===== config.mk =====
export PLATFORM = sky130hd
export DESIGN_NAME = seq_right_shifter
export DESIGN_NICKNAME = d
export VERILOG_FILES = /design/src/rtl/seq_right_shifter.sv
export SDC_FILE = /design/constraint.sdc
export NUM_CORES = 1
export LEC_CHECK = 0
export BUFFER_PORTS_ARGS = -buffer_cell sky130_fd_sc_hd__buf_4
export CORE_MARGIN = 2
export CORE_UTILIZATION = 25
export DETAILED_ROUTE_END_ITERATION = 16
export PLACE_DENSITY = 0.4
export SYNTH_ARGS = -nofsm -noshare
export SYNTH_HDL_FRONTEND = slang
export SYNTH_SLANG_ARGS = --single-unit

===== constraint.sdc =====
create_clock -name clk -period 3.7 [get_ports clk]
set_input_delay 0.555 -clock clk [delete_from_list [all_inputs] [get_ports clk]]
set_output_delay 0.555 -clock clk [all_outputs]
set_load 0.05 [all_outputs]

===== src/rtl/seq_right_shifter.sv =====
// Multi-cycle right shifter. It captures an operand, a shift magnitude and a
// fill mode on a start request, then shifts right one bit per clock. The
// result register updates only on the edge that raises the done strobe.
//
// state    | meaning
// ---------+-----------------------------------------------------------
// ST_IDLE  | waiting for start; Op holds the last completed result
// ST_SHIFT | shifting the work register one bit per edge, cnt counts down
// ST_DONE  | result just written to Op; done high for this one cycle
module seq_right_shifter #(
  parameter int WIDTH = 16,
  parameter int MAG_W = 4
) (
  input  logic             clk,
  input  logic             rst,
  input  logic             start,
  input  logic             arith,
  input  logic [WIDTH-1:0] Ip,
  input  logic [MAG_W-1:0] shift_mag,
  output logic [WIDTH-1:0] Op,
  output logic             busy,
  output logic             done
);

  typedef enum logic [1:0] {
    ST_IDLE  = 2'd0,
    ST_SHIFT = 2'd1,
    ST_DONE  = 2'd2
  } state_t;

  state_t           state_q, state_d;
  logic [WIDTH-1:0] wreg_q, wreg_d;
  logic [WIDTH-1:0] op_q, op_d;
  logic [MAG_W-1:0] cnt_q, cnt_d;
  logic             mode_q, mode_d;
  logic             busy_q, busy_d;
  logic             done_q, done_d;
  logic [WIDTH-1:0] shifted;

  // One-bit right shift of the work register; arithmetic mode replicates the MSB.
  always_comb begin
    shifted = {mode_q & wreg_q[WIDTH-1], wreg_q[WIDTH-1:1]};
  end

  // Next-state, datapath and registered-output decode.
  always_comb begin
    state_d = state_q;
    wreg_d  = wreg_q;
    cnt_d   = cnt_q;
    mode_d  = mode_q;
    op_d    = op_q;

    case (state_q)
      ST_IDLE: begin
        if (start) begin
          wreg_d = Ip;
          cnt_d  = shift_mag;
          mode_d = arith;
          if (shift_mag == '0) begin
            // A zero shift completes immediately with the operand as the result.
            op_d    = Ip;
            state_d = ST_DONE;
          end else begin
            state_d = ST_SHIFT;
          end
        end
      end
      ST_SHIFT: begin
        wreg_d = shifted;
        cnt_d  = cnt_q - MAG_W'(1);
        if (cnt_q == MAG_W'(1)) begin
          op_d    = shifted;
          state_d = ST_DONE;
        end
      end
      ST_DONE: begin
        state_d = ST_IDLE;
      end
      default: begin
        state_d = ST_IDLE;
      end
    endcase

    // busy and done are registered from the next state so they line up
    // with the state register without any combinational output decode.
    busy_d = (state_d != ST_IDLE);
    done_d = (state_d == ST_DONE);
  end

  // State and datapath registers; reset discards any operation in flight.
  always_ff @(posedge clk or posedge rst) begin
    if (rst) begin
      state_q <= ST_IDLE;
      wreg_q  <= '0;
      cnt_q   <= '0;
      mode_q  <= 1'b0;
      op_q    <= '0;
      busy_q  <= 1'b0;
      done_q  <= 1'b0;
    end else begin
      state_q <= state_d;
      wreg_q  <= wreg_d;
      cnt_q   <= cnt_d;
      mode_q  <= mode_d;
      op_q    <= op_d;
      busy_q  <= busy_d;
      done_q  <= done_d;
    end
  end

  assign Op   = op_q;
  assign busy = busy_q;
  assign done = done_q;

endmodule


**After elaboration in Yosys (flattened, before gate mapping)**

Index checks and enable logic that the tools add are counted.

- Bits in registers: 41
- Bits of input ports: 24
- Output and inout port bits: 18
- Logic and storage cells: 34

- Add/sub/neg operators: 1
- Equality and inequality tests: 6
- Muxes and demuxes: 12
- Bitwise gates (word level): 1
- Reductions and logical operators: 7

Operators with widths:

| operator | count |
|---|---|
| $mux 16 | 4 |
| $pmux 16 s2 | 2 |
| $pmux 4 s2 | 1 |
| $mux 2 | 3 |
| $ne 2x2->1 const B | 3 |
| $eq 4x1->1 const B | 1 |
| $logic_not 4->1 | 1 |
| $mux 4 | 1 |
| $pmux 2 s2 | 1 |
| $reduce_and 2->1 | 2 |
| $reduce_and 4->1 | 1 |
| $reduce_bool 2->1 | 2 |
| $sub 4x1->4 const B | 1 |
| $eq 2x1->1 const B | 1 |
| $eq 2x2->1 const B | 1 |
| $logic_not 2->1 | 1 |
| $and 1x1->1 | 1 |

**Depth between registers and ports, before layout**

- Depth after elaboration: 5
- Depth in mapped cells: 7
- Mapped depth without buffers: 5

**Worst setup path after synthesis**

No wires, ideal clock.

- Path kind: input to register
- From: input shift_mag[2]
- To: register op_q[0], in the netlist Op[0]
- Setup time: 0.125 ns
- Arrival time: 1.518 ns
- Required time: 3.575 ns
- Path slack: 2.057 ns
- Stages on the path: 4
- Path buffers: 1
- Cells stage by stage: nor4_2 > a22o_2 > buf_6 > mux2_2

- Longest elaborated chain between the ends: 3

RTL lines:

| element | line | text |
|---|---|---|
| start, declared | 19 | `input logic [MAG_W-1:0] shift_mag,` |
| $logic_not 4->1 | 59 | `if (shift_mag == '0) begin` |
| $ne 2x2->1 (no source line) | -- |  |
| $reduce_and 4->1 (no source line) | -- |  |
| end signal, assigned | 105 | `op_q <= op_d;` |
| end, declared | 33 | `logic [WIDTH-1:0] op_q, op_d;` |

No other way between the ends.
A chain may end at the register's enable or synchronous reset.

**Worst setup path after layout**

- From: register state_q[0]
- To: register op_q[11], in the netlist Op[11]

- Longest elaborated chain between the ends: 3
- Elaborated cells between the ends (all ways): 8
- Classes of those cells: eq/ne (4); mux (1); reduce/logical (3)

RTL lines:

| element | line | text |
|---|---|---|
| start, declared | 31 | `state_t state_q, state_d;` |
| start signal, assigned | 101 | `state_q <= state_d;` |
| $eq 2x1->1 or $logic_not 2->1 (tied branches) | 53 | `case (state_q)` |
| $ne 2x2->1 (no source line) or $reduce_bool 2->1 (tied branches) | -- |  |
| $reduce_and 4->1 (no source line) | -- |  |

Several ways; a longest one is shown, not always the timed one.

==> summary.md <==
The run finished with clean final reports. The sum of internal, switching and leakage power was 0.002289 W; the instance count of the mapped netlist was 155. TritonCTS built the clock tree. The worst hold path belongs to the class in -> async. Across the VDD grid, the largest voltage drop is 307.3 uV. The number of antenna diodes was 0. Summed over all nets, the half-perimeter wirelength after detailed placement is 2705 um. The run gives 1540 ps as the internal reg-to-reg setup slack.

For the first-pass iteration count of the detailed router, the log shows 4. For this block, the initial DRC count from the detailed router was 23. Relative to the synthesized area, the layout overhead comes to 26.00%. The relative slew slack was 0.6391; the net switching share of the total power was 0.4180. The run gives 0 as the max-slew violation count. In this run the standard cell core region covers 7292 um2. Cell with the biggest individual delay on the critical path: sky130_fd_sc_hd__dfrtp_1.

The tools report the all-layer global routing usage as 0.1017. The floorplan step defined a die boundary enclosing 8316 um2. The synthesized netlist occupies a cell area of 1901 um2. After detailed placement, the design holds a cell count of 289.

The final hold violation count is 0. Clock tree synthesis selected as its root buffer the cell sky130_fd_sc_hd__clkbuf_8. In this design, the stage delay of the slowest critical-path cell is 610 ps. STA classifies the critical path startpoint as a flop. The highest fanout seen on the critical path is 17, and the footprint of the multi-input gates is 760.7 um2. During I/O placement, the number of pins put on the boundary was 42. For the worst setup path, the data arrival time is 2340 ps.

For the fill cell instance count of the final layout, the log shows 785. Count of unique library cells instantiated by Yosys: 32. Synthesis produced a netlist with a net count of 181.

For this run, the top clock speed supported by timing is 462.3 MHz. For the worst setup path, the data required time is 3880 ps. No sink is reached through more buffers than the 2 on the longest clock path.

The detail route stage leaves a number of antenna-violating nets equal to 0. The sum of buffers and inverters on the critical path came out at 0. The share of final-layout standard cells stronger than drive strength 1 works out to 0.3838. Hold is met by 389.1 ps. Clock latency on the worst-skew pair, taken at its later pin, is 290 ps. The number of antenna violations at the first check in global routing came out at 0. The maximum number of pins on one net before global-route repair was 41; the switching power was 0.0009566 W. The routed design has 3903 um of wire. For the pin with the worst max-slew slack, the measured transition is 541.4 ps. The clock sink count is 40. The part of the power in registers is 0.345.

The register bit count reported by yosys is 40, and the final setup violation count is 0. Once the clock tree was built, the resizer swapped 0 gates to a different size. The power density relative to cell area works out to 955.7 nW/um2.

The worst setup path is of the reg -> reg kind. The final critical-path required period came out at 2163 ps. The dominant delay contributor by cell family on the critical path is flip-flops. The first global-routing pass estimated 6734 um of wire.

For this run, design rule violations remaining after detail routing come to 0. In the routed layout, each cell is associated on average with a via count of 4.300. For this run, the number of Yosys warnings is 0. In this run, CTS created clock tree buffers numbering 5. The tools report the max capacitance violation total as 0.

The sequential share of the synthesized area came out at 0.5267. The clock tree synthesis step divided the H-tree into 2 levels. The portion of total power attributed to the clock network came out at 0.172.

The die is 91.19 um tall. For this block, the via count after detailed routing is 1277. For the final database, setup skew stands at 8.965 ps.

Before CTS, the worst setup slack after placement is 1504 ps. At the end of the flow, the number of nets in the layout was 223. The run gives 1416 as the number of global-route vias before repair. The tools report the overall overflow remaining after global route as 0. Input and output buffers added on the ports amount to 41. The initial core utilization came out at 0.2606.

The die outline width was 91.19 um. The final critical-path share of the clock period was 0.5846; the post-detailed-route wirelength per cell was 13.14 um. The number of buffers inserted by hold repair at cts was 0. The tools report the total negative setup slack as 0 ps. Registers take 1001 um2. After clock tree synthesis, the clock-pin slew on the worst setup and hold paths is 80 ps. After synthesis, the mean cell area works out to 12.26 um2. The static leakage is 1.119 nW.

The signal on the critical path passes through nor2b_4 > a22o_2 > mux2_2. Portion of total power attributed to combinational logic: 0.483. The internal power is 0.001332 W, and the number of setup buffers added after CTS is 0. At the end of routability-driven placement, the weighted congestion stood at 0.7274. STA classifies the critical path endpoint as a flop. Setup repair after global routing left no endpoint under its margin.

The count of standard-cell rows was 31. The non-filler instance count after layout came out at 297. In the post-route analysis, the smallest setup slack over all paths is 1537 ps.
==> power by group through the flow <==
stage	Sequential (W)	Clock, W	Combinational, W
final	0.000791	0.000393	0.00111
after floorplan	0.00108	0	0.000579
after CTS	0.000794	0.000411	0.00113
after global placement	0.000798	0	0.00112
after detailed placement	0.000803	0	0.00112
after global routing	0.000825	0.000431	0.00120
==> worst reg2reg max path, cell delays in order (launching register included) <==
cell                      delay (ps)
sky130_fd_sc_hd__dfrtp_1         610
sky130_fd_sc_hd__nor2b_4         470
sky130_fd_sc_hd__a22o_2          570
sky130_fd_sc_hd__mux2_2          400
==> routing by layer <==
metal | track usage | routed length [um] | vias to the layer above
met5 | 0 | 0 | -
met4 | 0.04167 | 68 | 0
met3 | 0.03154 | 259 | 8
met2 | 0.1660 | 1774 | 35
met1 | 0.1244 | 1802 | 620
li1 | - | - | 614
==> cell usage in the layout, fill, tap and decap left out, drive strengths merged, types with 2 or more instances in the layout <==
| master | n |
|---|---|
| nor2b | 2 |
| buf | 43 |
| inv | 15 |
| a22o | 2 |
| ha | 2 |
| nand2 | 14 |
| a21oi | 4 |
| mux2i | 21 |
| dfrtp | 40 |
| mux2 | 16 |
| clkbuf | 7 |
| o21ai | 11 |
| nor3b | 4 |
| nor2 | 2 |
==> flip-flops by register name, indices dropped and copies added, names as in the netlist <==
name and count:
Op 16, busy 1, cnt_q 4, done 1, mode_q 1, state_q 2, wreg_q 15
==> layout make-up <==
class,count,area share
multi-input cells,91,0.3177
clock inverters,1,0.01254
inverters,16,0.02508
repair buffers,43,0.1348
clock buffers,7,0.04023
well taps,99,0.05172
flip-flops and latches,40,0.4180
==> cells by family after synthesis <==
kind of cell,Yosys count,synth area share
adders and majority gates,2,0.01316
DFF,40,0.5267
AOI/OAI and AO/OA,24,0.07901
muxes,37,0.2153
and+or+nand+nor,28,0.09282
buffers and inverters,24,0.07307
==> synthesized netlist by cell type <==
library cell | n | area share
sky130_fd_sc_hd__mux2_2 | 11 | 0.065
sky130_fd_sc_hd__nor2b_4 | 1 | 0.0072
sky130_fd_sc_hd__nor3_1 | 1 | 0.0026
sky130_fd_sc_hd__dfrtp_1 | 40 | 0.53
sky130_fd_sc_hd__o22a_1 | 1 | 0.0046
sky130_fd_sc_hd__nor2_1 | 2 | 0.0040
sky130_fd_sc_hd__buf_8 | 1 | 0.0079
sky130_fd_sc_hd__buf_6 | 5 | 0.030
sky130_fd_sc_hd__nor3b_1 | 3 | 0.012
sky130_fd_sc_hd__inv_1 | 15 | 0.030
sky130_fd_sc_hd__nand2b_4 | 1 | 0.0072
sky130_fd_sc_hd__nor3b_4 | 1 | 0.0099
sky130_fd_sc_hd__a22o_2 | 2 | 0.011
sky130_fd_sc_hd__o211ai_1 | 1 | 0.0040
sky130_fd_sc_hd__o21ai_0 | 11 | 0.029
sky130_fd_sc_hd__a311oi_1 | 1 | 0.0046
sky130_fd_sc_hd__nand3b_1 | 1 | 0.0040
sky130_fd_sc_hd__o31a_1 | 1 | 0.0046
sky130_fd_sc_hd__nand2_1 | 14 | 0.028
sky130_fd_sc_hd__mux2_4 | 5 | 0.039
sky130_fd_sc_hd__or3b_2 | 1 | 0.0046
sky130_fd_sc_hd__o22ai_1 | 1 | 0.0033
sky130_fd_sc_hd__a21oi_1 | 4 | 0.011
sky130_fd_sc_hd__clkbuf_1 | 2 | 0.0040
sky130_fd_sc_hd__o21bai_1 | 1 | 0.0040
sky130_fd_sc_hd__inv_2 | 1 | 0.0020
sky130_fd_sc_hd__nor2b_1 | 1 | 0.0033
sky130_fd_sc_hd__nor4_2 | 1 | 0.0066
sky130_fd_sc_hd__ha_1 | 2 | 0.013
sky130_fd_sc_hd__or3_2 | 1 | 0.0040
sky130_fd_sc_hd__a211oi_1 | 1 | 0.0040
sky130_fd_sc_hd__mux2i_1 | 21 | 0.11
==> per-stage QoR <==
stage / instance area [um2] / utilization
4_1_cts: 2395 / 0.3284
3_3_place_gp: 2268 / 0.3111
5_1_grt: 2395 / 0.3284
3_5_place_dp: 2268 / 0.3111
2_1_floorplan: 1901 / -
6_report: 2395 / 0.3284
==> path summary, 6_finish.rpt <==
kind                       depth (start not counted)  startpoint          to
setup / recovery                                   3  state_q[0]      Op[11]
hold / removal                                     3         rst    cnt_q[2]
setup reg to reg                                   3  state_q[0]      Op[11]
hold reg to reg                                    2  wreg_q[10]  wreg_q[10]
max in group asynchronous                          3         rst  state_q[0]
min in group clk                                   3       arith      mode_q
Power figures use the tool's default switching activity.
